File: config.mk
export PLATFORM = sky130hd
export DESIGN_NAME = peakfinder_sched
export DESIGN_NICKNAME = d
export VERILOG_FILES = /design/src/rtl/peakfinder_pkg.sv /design/src/rtl/peakfinder_sched_rr_arbiter2.sv /design/src/rtl/peakfinder_sched.sv
export SDC_FILE = /design/constraint.sdc
export NUM_CORES = 1
export LEC_CHECK = 0
export CAP_MARGIN = 20
export CORE_AREA = 8 8 109 71
export CTS_CLUSTER_DIAMETER = 100
export DETAILED_ROUTE_END_ITERATION = 16
export DIE_AREA = 0 0 117 79
export PLACE_DENSITY = 0.83
export SLEW_MARGIN = 20
export SYNTH_ARGS = -nofsm -noshare
export SYNTH_HDL_FRONTEND = slang
export SYNTH_SLANG_ARGS = --single-unit
File: constraint.sdc
create_clock -name clk -period 1.72 [get_ports clk]
set_input_delay 0.344 -clock clk [delete_from_list [all_inputs] [get_ports clk]]
set_output_delay 0.344 -clock clk [all_outputs]
set_load 0.02 [all_outputs]
File: src/rtl/peakfinder_pkg.sv
// Shared defaults and FSM encoding for the peakfinder frame scheduler.
// Latency: n/a (declarations only).
// Backpressure: n/a.
package peakfinder_pkg;

  localparam int N_DEF         = 16;
  localparam int FRAME_LEN_DEF = 42;
  localparam int DRAIN_CYC_DEF = 4;

  typedef enum logic [1:0] {
    ST_IDLE   = 2'd0,
    ST_STREAM = 2'd1,
    ST_DRAIN  = 2'd2,
    ST_DONE   = 2'd3
  } state_t;

endpackage

File: src/rtl/peakfinder_sched_rr_arbiter2.sv
// Two-way round-robin arbiter; remembers the last finished owner.
// Latency: grant is combinational from req; pointer updates on advance.
// Backpressure: none, caller samples grant when it is ready to start.
module rr_arbiter2 (
  input  logic       clk,
  input  logic       rst,
  input  logic [1:0] req,
  input  logic       advance,
  input  logic       owner,
  output logic [1:0] grant
);

  // last = 1 means channel 1 won last, so channel 0 is favoured next
  logic last;

  // pointer moves to the channel whose frame just finished
  always_ff @(posedge clk or posedge rst) begin
    if (rst) begin
      last <= 1'b1;
    end else if (advance) begin
      last <= owner;
    end
  end

  // single requester always wins; on contention pick the non-last channel
  always_comb begin
    grant = 2'b00;
    case (req)
      2'b01:   grant = 2'b01;
      2'b10:   grant = 2'b10;
      2'b11:   grant = last ? 2'b01 : 2'b10;
      default: grant = 2'b00;
    endcase
  end

endmodule

File: src/rtl/peakfinder_sched.sv
// Frames two sample channels into a shared peakfinder and tags returned peaks.
// Latency: sample to pf_in_data 1 cycle; pf_out_data to peak_data 1 cycle.
// Backpressure: s*_rdy only for the granted channel in STREAM, dropped by pf_stop.
module peakfinder_sched
  import peakfinder_pkg::*;
#(
  parameter int N         = N_DEF,
  parameter int FRAME_LEN = FRAME_LEN_DEF,
  parameter int DRAIN_CYC = DRAIN_CYC_DEF
) (
  input  logic         clk,
  input  logic         rst,
  input  logic [1:0]   req,
  input  logic [N-1:0] s0_data,
  input  logic [N-1:0] s1_data,
  input  logic         s0_valid,
  input  logic         s1_valid,
  output logic         s0_rdy,
  output logic         s1_rdy,
  output logic         pf_ready,
  output logic [N-1:0] pf_in_data,
  input  logic [N-1:0] pf_out_data,
  input  logic         pf_send_data,
  input  logic         pf_stop,
  output logic         peak_valid,
  output logic [N-1:0] peak_data,
  output logic         peak_ch,
  output logic [1:0]   grant,
  output logic         busy,
  output logic         frame_done
);

  localparam int CW = $clog2(FRAME_LEN);
  localparam int DW = $clog2(DRAIN_CYC + 1);

  state_t          state;
  state_t          state_nxt;
  logic [1:0]      grant_q;
  logic [CW-1:0]   cnt;
  logic [DW-1:0]   dcnt;
  logic [1:0]      arb_grant;
  logic            xfer;
  logic            last_sample;
  logic            peak_take;

  rr_arbiter2 u_arb (
    .clk     (clk),
    .rst     (rst),
    .req     (req),
    .advance (state == ST_DONE),
    .owner   (grant_q[1]),
    .grant   (arb_grant)
  );

  assign xfer        = (s0_rdy & s0_valid) | (s1_rdy & s1_valid);
  assign last_sample = xfer && (cnt == CW'(FRAME_LEN - 1));
  assign peak_take   = pf_send_data && ((state == ST_STREAM) || (state == ST_DRAIN));

  // state register
  always_ff @(posedge clk or posedge rst) begin
    if (rst) begin
      state <= ST_IDLE;
    end else begin
      state <= state_nxt;
    end
  end

  // next-state: stop or a full frame ends streaming, drain is a fixed window
  always_comb begin
    state_nxt = state;
    case (state)
      ST_IDLE:   if (|req) state_nxt = ST_STREAM;
      ST_STREAM: if (pf_stop || last_sample) state_nxt = ST_DRAIN;
      ST_DRAIN:  if (dcnt == DW'(DRAIN_CYC - 1)) state_nxt = ST_DONE;
      ST_DONE:   state_nxt = ST_IDLE;
      default:   state_nxt = ST_IDLE;
    endcase
  end

  // outputs: rdy is gated by pf_stop combinationally so the stop cycle accepts nothing
  always_comb begin
    s0_rdy     = (state == ST_STREAM) && grant_q[0] && !pf_stop;
    s1_rdy     = (state == ST_STREAM) && grant_q[1] && !pf_stop;
    busy       = (state != ST_IDLE);
    frame_done = (state == ST_DONE);
    grant      = grant_q;
  end

  // frame bookkeeping: owner latched at start, counters cleared on completion
  always_ff @(posedge clk or posedge rst) begin
    if (rst) begin
      grant_q <= 2'b00;
      cnt     <= '0;
      dcnt    <= '0;
    end else begin
      case (state)
        ST_IDLE: begin
          if (|req) grant_q <= arb_grant;
          dcnt <= '0;
        end
        ST_STREAM: begin
          if (xfer) cnt <= cnt + 1'b1;
          dcnt <= '0;
        end
        ST_DRAIN: dcnt <= dcnt + 1'b1;
        ST_DONE: begin
          cnt     <= '0;
          dcnt    <= '0;
          grant_q <= 2'b00;
        end
        default: ;
      endcase
    end
  end

  // forward accepted samples one cycle later; data holds between strobes
  always_ff @(posedge clk or posedge rst) begin
    if (rst) begin
      pf_ready   <= 1'b0;
      pf_in_data <= '0;
    end else begin
      pf_ready <= xfer;
      if (xfer) pf_in_data <= grant_q[1] ? s1_data : s0_data;
    end
  end

  // tag peaks that arrive while a frame is active with its owning channel
  always_ff @(posedge clk or posedge rst) begin
    if (rst) begin
      peak_valid <= 1'b0;
      peak_data  <= '0;
      peak_ch    <= 1'b0;
    end else begin
      peak_valid <= peak_take;
      if (peak_take) begin
        peak_data <= pf_out_data;
        peak_ch   <= grant_q[1];
      end
    end
  end

endmodule

## Yosys cells after proc, flatten, opt, wreduce, memory -nomap -nowiden

Cells that the tools add are included.

| operators by class | value |
|---|---|
| $add $sub $neg | 2 |
| eq/ne operators | 12 |
| multiplexer cells | 12 |
| bitwise logic cells | 3 |
| reductions and logical operators | 18 |

Operators by type and width:

| cell | number |
|---|---|
| 16-bit two-way mux | 1 |
| 6-bit one-hot mux with 2 select lines | 1 |
| 2-bit two-way mux | 5 |
| 2-bit equality test, second input constant | 4 |
| 2-bit one-hot mux with 4 select lines | 1 |
| 6-bit by 1-bit adder with 6-bit output, second input constant | 1 |
| 6-bit equality test, second input constant | 1 |
| 1-bit logical AND | 6 |
| 6-bit two-way mux | 1 |
| 2-bit != test, second input constant | 3 |
| 2-bit one-hot mux with 3 select lines | 1 |
| 3-bit one-hot mux with 2 select lines | 1 |
| 2-bit nonzero test | 3 |
| 2-bit by 1-bit equality test with 1-bit output, second input constant | 2 |
| 2-bit one-hot mux with 2 select lines | 1 |
| 2-bit AND reduction | 2 |
| 3-bit by 1-bit adder with 3-bit output, second input constant | 1 |
| 3-bit by 2-bit equality test with 1-bit output, second input constant | 1 |
| 3-bit AND reduction | 1 |
| 3-bit OR reduction | 1 |
| 1-bit AND | 2 |
| 2-bit logical NOT | 1 |
| 1-bit logical OR | 2 |
| 2-bit by 1-bit != test with 1-bit output, second input constant | 1 |
| other kinds (3) | 3 |

| storage, ports and cells | value |
|---|---|
| register bits after elaboration | 49 |
| bits of input ports | 56 |
| output and inout port bits | 41 |
| logic and storage cells | 57 |

## Depth between registers and ports, before layout

Gate-level depths: netlist of run 1.

| depth | value |
|---|---|
| word-level depth | 9 |
| depth in mapped cells | 8 |

## Cells and area by module

From an unflattened synthesis of run 1, not the netlist that was laid out.

| unflattened totals | value |
|---|---|
| cell total of the unflattened synthesis | 197 |
| area, all modules | 2,268.4 um^2 |

By module, submodules not included:

| module | instances | cells each | area each (um^2) | sequential area each (um^2) |
|---|---|---|---|---|
| peakfinder_sched | 1 | 190 | 2,210.9 | 1,201.2 |
| rr_arbiter2 | 1 | 7 | 57.6 | 26.3 |

## Worst setup path before layout of run 1

OpenSTA, ideal clock, no wires.

| timing path | value |
|---|---|
| kind | flip-flop to flip-flop |
| from | register state[0] |
| to | register peak_ch |
| library setup time | 0.125 ns |
| arrival | 1.544 ns |
| required time | 1.595 ns |
| setup slack | 0.051 ns |
| stages on the path, launching flop included | 6 |
| buffers on the path | 1 |
| cells stage by stage | dfrtp_1 -> inv_1 -> ha_1 -> nand2_1 -> buf_2 -> mux2_2 |

| between the ends | value |
|---|---|
| word-level cells in the longest chain between the ends | 3 |

Ends and longest elaborated chain:

| what | line | text |
|---|---|---|
| from (decl) | peakfinder_sched.sv:36 | `state_t state;` |
| from (signal assigned) | peakfinder_sched.sv:64 | `state <= state_nxt;` |
| 2-bit by 1-bit equality test with 1-bit output or 2-bit equality test (tied branches) | peakfinder_sched.sv:57 | `assign peak_take = pf_send_data && ((state == ST_STREAM) \|\| (state == ST_DRAIN));` |
| 1-bit logical OR * | peakfinder_sched.sv:57 |  |
| 1-bit logical AND * | peakfinder_sched.sv:57 |  |
| to (signal assigned) | peakfinder_sched.sv:137 | `peak_ch <= grant_q[1];` |
| to (decl) | peakfinder_sched.sv:27 | `output logic peak_ch,` |

Every way passes the cells marked *; elsewhere a longest branch is shown, timed or not.
A chain may end at the register's enable or synchronous reset.

## Worst setup path after layout of run 1

| timing path | value |
|---|---|
| from | register state[0] |
| to | output port s1_rdy |

| between the ends | value |
|---|---|
| word-level cells in the longest chain between the ends | 3 |

Ends and longest elaborated chain:

| what | line | text |
|---|---|---|
| 2-bit by 1-bit equality test with 1-bit output | peakfinder_sched.sv:83 | `s1_rdy = (state == ST_STREAM) && grant_q[1] && !pf_stop;` |
| 1-bit logical AND (2 in series) | peakfinder_sched.sv:83 |  |
| to (decl) | peakfinder_sched.sv:19 | `output logic s1_rdy,` |

Every way passes these cells.

==> impl_metrics.json, run 1 <==
{
  "status": "finished, final reports clean",
  "crit_fanout": 3,
  "cts.sinks": 49,
  "peakVddDrop_mv": 0.8476,
  "place.gp.congestion": 0.8204,
  "drt_iter0_markers": 37,
  "ys.flop_type": "dfrtp_1",
  "async_flop_share": 1.000,
  "cp.required_ns": 1.38,
  "grt_max_degree": 35,
  "clk_latency_ns": 0.29,
  "ys_seq_elements": 49,
  "cts.hold.buffers_added": 0,
  "final.setup.tns_ns": 0,
  "drive_gt1_frac": 0.2050,
  "crit_path_start_kind": "register",
  "drc": 0,
  "viasPerCell": 4.666,
  "clock.fmax_ghz": 0.5871,
  "slew_violations": 0,
  "finClkSkew_ns": 0.008119,
  "p_leak_uw": 0.001594,
  "power.total_uw": 5721,
  "syn_inst": 201,
  "grt_first_pass_wirelength_mm": 9.501,
  "grt_use_total": 0.1281,
  "seq_area_frac_synth": 0.5414,
  "num_vias": 1885,
  "period_minus_slack_ns": 1.703,
  "synth_cell_types": 35,
  "cts_made_buffers": 5,
  "wl_per_cell_um": 14.95,
  "netlist_area_um2": 2267,
  "std_cell_rows": 23,
  "final_cell_mix": "clkdlybuf4s50_1 (90), dfrtp_1 (48), nand2_1 (23)",
  "fillCellCount": 588,
  "initial_core_util": 0.3614,
  "drtPass1Iterations": 4,
  "antenna_found_initial": 0,
  "drv_cap": 0,
  "synth_area_per_cell_um2": 11.28,
  "hpwl_mm": 4.754,
  "nNetsFinal": 381,
  "utilization": 0.5798,
  "hold_violations": 0,
  "dieArea_um2": 9243,
  "io_pins": 97,
  "port_buffers": 96,
  "setup_viol": 0,
  "clk_pin_slew_ns": 0.09,
  "ant_nets": 0,
  "synth-edff-count": 0,
  "diodes": 0,
  "root_buffer": "clkbuf_8",
  "worstMarginPinSlew_ns": 0.3894,
  "path_class": "reg -> out",
  "yosys_warnings": 0,
  "die_x_um": 117,
  "cts_tree": "yes",
  "rsz0062_at_grt": "true",
  "relSlewSlack": 0.7400,
  "mostFrequentLayoutCell": "clkdlybuf4s50_1",
  "synth_nets": 266,
  "fin_crit_sh": 0.9902,
  "powerDensity_nw_per_um2": 1573,
  "core_area_um2": 6274,
  "routed_wl_mm": 6.039,
  "worstPathArrival_ns": 1.36,
  "grt_pass1_vias": 1975,
  "critPathCaptureType": "output pin",
  "overflow": 0,
  "area_growth_pct": 60.43,
  "cts_buffer_depth": 2,
  "die_h_um": 79,
  "cts.htree.levels": 2,
  "hold_path.class": "in -> async"
}
## metrics by stage
step           setup slack [ns]  hold WS [ns]  cell area (µm²)  cells
2_1_floorplan           0.05116        0.4091             2267    201
3_3_place_gp            -0.2842        0.4224             3458    391
3_5_place_dp            -0.3017        0.4277             3458    391
4_1_cts                0.005451        0.3566             3536    400
5_1_grt                -0.03192        0.3754             3637    404
6_report                0.01685        0.3508             3637    404
## cell usage after synthesis, drive strengths merged (2+ instances only)
library cell,number,area share
nand3,3,0.0066
and2,3,0.0083
buf,6,0.014
ha,9,0.050
inv,14,0.023
nor2b,2,0.0055
o22ai,2,0.0055
mux2,19,0.094
a22oi,2,0.0066
o21ai,21,0.046
dfrtp,48,0.53
nand2b,2,0.0055
mux2i,16,0.071
nand2,23,0.038
a31oi,2,0.0055
clkbuf,5,0.0083
o31ai,2,0.0066
a21oi,5,0.011
and3,2,0.0055
## power by group
group / leakage (µW) / internal (µW) / switching [µW] / total, µW
combinational: 0.000932 / 1680 / 1510 / 3190
clock: 0.0000450 / 283 / 360 / 643
sequential: 0.000617 / 1630 / 262 / 1890
total: 0.00159 / 3590 / 2130 / 5720
## state kept, by name, indices dropped and copies added (netlist names)
name / cells
cnt: 6
dcnt: 3
grant: 2
peak_ch: 1
peak_data: 16
peak_valid: 1
pf_in_data: 16
pf_ready: 1
state: 2
u_arb.last: 1
## metal layers
| layer | GRT usage | part of all wire | vias up |
|---|---|---|---|
| li1 | - | - | 929 |
| met5 | 0 | 0 | - |
| met4 | 0.02414 | 0.0056 | 0 |
| met1 | 0.1515 | 0.41 | 874 |
| met3 | 0.07040 | 0.13 | 4 |
| met2 | 0.2027 | 0.46 | 78 |
## cell families after synthesis
kind of cell | after synthesis | synth area share
flops | 49 | 0.5414
simple gates | 44 | 0.09713
compound gates | 39 | 0.1010
mux | 35 | 0.1650
buf+inv | 25 | 0.04581
fa+ha+maj | 9 | 0.04967
## worst paths after layout
check	startpoint	endpoint	slack (ns)	depth (start not counted)
setup / recovery	state[0]	s1_rdy	0.02	4
hold / removal	rst	peak_data[13]	0.35	2
setup reg to reg	state[1]	cnt[3]	0.07	9
hold reg to reg	dcnt[0]	dcnt[0]	0.44	1
max in group asynchronous	rst	cnt[1]	0.90	3
min in group clk	dcnt[0]	dcnt[0]	0.44	1
## cell type report
cell class,count,area (µm²),area share
clock buffer,6,72.57,0.01995
timing repair buffer,119,1175,0.3230
inverter,14,52.55,0.01445
clock inverter,2,10.01,0.002752
sequential,49,1227,0.3375
tap,87,108.9,0.02993
multi-input combinational,127,991.0,0.2724
## worst max-delay path: stages, from the launching register on
cell and delay [ns]:
dfrtp_1 0.43, ha_4 0.17, and2b_1 0.18, and2_4 0.17, buf_6 0.12
## repair_timing
action,in CTS,in global routing
setup endpoints to repair,6,11
setup buffers,1,4
resized for setup,22,16
endpoints found under the hold margin,0,0
pin swaps,0,2
No activity file was read; power rests on OpenSTA's default activity.
==> inputs of run 2 (changes only) <==
--- a/config.mk
+++ b/config.mk
@@ -6,11 +6,12 @@
 export NUM_CORES = 1
 export LEC_CHECK = 0
 export CAP_MARGIN = 20
-export CORE_AREA = 8 8 109 71
+export CORE_AREA = 3 3 103 66
+export CTS_BUF_LIST = sky130_fd_sc_hd__clkbuf_8
 export CTS_CLUSTER_DIAMETER = 100
 export DETAILED_ROUTE_END_ITERATION = 16
-export DIE_AREA = 0 0 117 79
-export PLACE_DENSITY = 0.83
+export DIE_AREA = 0 0 106 69
+export PLACE_DENSITY = 0.84
 export SLEW_MARGIN = 20
 export SYNTH_ARGS = -nofsm -noshare
 export SYNTH_HDL_FRONTEND = slang
==> run 2 against run 1 <==
Compared with the run above: utilization up 3.2 points; flip-flop and latch count is the same; die area decreased by 21%; power increased by 2.1%; wire length down 11%; clock power up 35%; cell count down 1.2%; via count is 0.21% higher; global-route usage rose by 2.6 points; first-iteration DRC count is 2.7% higher; sequential power hardly changed; clock-buffer cell count did not move; critical path type unchanged; largest power group unchanged.
==> impl_metrics.json, run 2 (synthesis gave the netlist of run 1 again) <==
{
  "status": "finished, final reports clean",
  "grt_pass1_vias": 1871,
  "nNetsFinal": 379,
  "multi_input_area_um2": 968.4,
  "slew_violations": 0,
  "clk_pin_slew_ns": 0.09,
  "cts_buffer_depth": 2,
  "hold_violations": 0,
  "final_area_um2": 3638,
  "mostFrequentLayoutCell": "clkdlybuf4s50_1",
  "relSlewSlack": 0.7445,
  "core_area_um2": 5946,
  "grt_max_degree": 33,
  "die_x_um": 106,
  "port_buffers": 96,
  "cts_tree": "yes",
  "path_class": "reg -> out",
  "grt_first_pass_wirelength_mm": 9.039,
  "ant_nets": 0,
  "cts.sinks": 49,
  "routed_wl_mm": 5.375,
  "wl_met2_mm": 2.473,
  "die_h_um": 69,
  "hpwl_mm": 4.283,
  "area.sequential_um2": 1227,
  "cts_made_buffers": 5,
  "drtPass1Iterations": 4,
  "peakVddDrop_mv": 0.6841,
  "drt_iter0_markers": 38,
  "final_cell_mix": "clkdlybuf4s50_1 (89), dfrtp_1 (48), nand2_1 (23)",
  "diodes": 0,
  "clk_latency_ns": 0.30,
  "utilization": 0.6120,
  "io_pins": 97,
  "num_vias": 1889,
  "cts_setup_buffers": 0,
  "rsz0062_at_grt": "true",
  "overflow": 0,
  "top_layer": "met4",
  "root_buffer": "clkbuf_8",
  "antenna_found_initial": 0,
  "place.gp.congestion": 0.7905,
  "worstPathArrival_ns": 1.35,
  "powerDensity_nw_per_um2": 1605,
  "fin_crit_sh": 0.9837,
  "finClkSkew_ns": 0.005141,
  "wl_per_cell_um": 13.47,
  "area_growth_pct": 60.49,
  "cts.htree.levels": 2,
  "reg_top3": "peak_data x16, pf_in_data x16, cnt x6",
  "cp.required_ns": 1.38,
  "initial_core_util": 0.3813,
  "power.total_uw": 5840,
  "viasPerCell": 4.734,
  "worstMarginPinSlew_ns": 0.3827,
  "reg2regPathDepth": 8,
  "placed_area_um2": 3490,
  "hold_path.class": "in -> async",
  "crit_fanout": 3,
  "drc": 0,
  "clock.fmax_ghz": 0.5911,
  "fillCellCount": 520,
  "drv_cap": 0,
  "grt_use_total": 0.1539,
  "p_leak_uw": 0.001609,
  "drive_gt1_frac": 0.1937,
  "crit_path_start_kind": "register",
  "critPathCaptureType": "output pin",
  "drt-met1-wl_mm": 2.306,
  "std_cell_rows": 22,
  "setup_viol": 0,
  "routed-wl-met3_um": 543,
  "dieArea_um2": 7314,
  "period_minus_slack_ns": 1.692
}
## run 2: per-stage QoR
| stage | setup WS [ns] | setup TNS [ns] | cells | hold WS (ns) |
|---|---|---|---|---|
| 3_5_place_dp | -0.2892 | -3.313 | 391 | 0.4376 |
| 6_report | 0.02810 | 0 | 399 | 0.3357 |
| 2_1_floorplan | 0.05116 | 0 | 201 | 0.4091 |
| 4_1_cts | 0.002062 | 0 | 399 | 0.3392 |
| 5_1_grt | -0.04832 | -0.1332 | 399 | 0.3423 |
| 3_3_place_gp | -0.2829 | -2.481 | 391 | 0.4210 |
## run 2: power by group
| part | total [µW] | internal [µW] | switching, µW |
|---|---|---|---|
| combinational | 3090 | 1620 | 1470 |
| clock | 867 | 473 | 394 |
| sequential | 1890 | 1630 | 259 |
## run 2: layer usage
| layer | GRT usage | vias up |
|---|---|---|
| met2 | 0.2408 | 62 |
| met1 | 0.1914 | 902 |
| li1 | - | 920 |
| met4 | 0.04310 | 0 |
| met5 | 0 | - |
| met3 | 0.07203 | 5 |
## run 2: critical path, cell delays in order, from the launching register on
cell	delay, ns
dfrtp_1	0.40
ha_2	0.18
and2b_1	0.18
and2_4	0.16
buf_6	0.12
## run 2: repair_timing
action / in CTS / in global routing
resized for setup: 19 / 12
hold buffers: 0 / 0
setup endpoints to repair: 7 / 17
pin swaps: 0 / 2
cloned: 0 / 0
## run 2: worst paths after layout
kind / startpoint / endpoint / slack, ns
max in group asynchronous: rst / pf_in_data[3] / 0.95
min in group clk: dcnt[0] / dcnt[0] / 0.45
hold reg to reg: dcnt[0] / dcnt[0] / 0.45
setup / recovery: state[0] / s1_rdy / 0.03
hold / removal: rst / pf_in_data[0] / 0.34
setup reg to reg: state[0] / state[1] / 0.06
## run 2: layout make-up
type / instances / share of cell area
Multi-Input combinational cell: 127 / 0.2662
Clock buffer: 6 / 0.02270
Inverter: 14 / 0.01444
Sequential cell: 49 / 0.3373
Timing Repair Buffer: 117 / 0.3202
Clock inverter: 2 / 0.01032
Tap cell: 84 / 0.02889
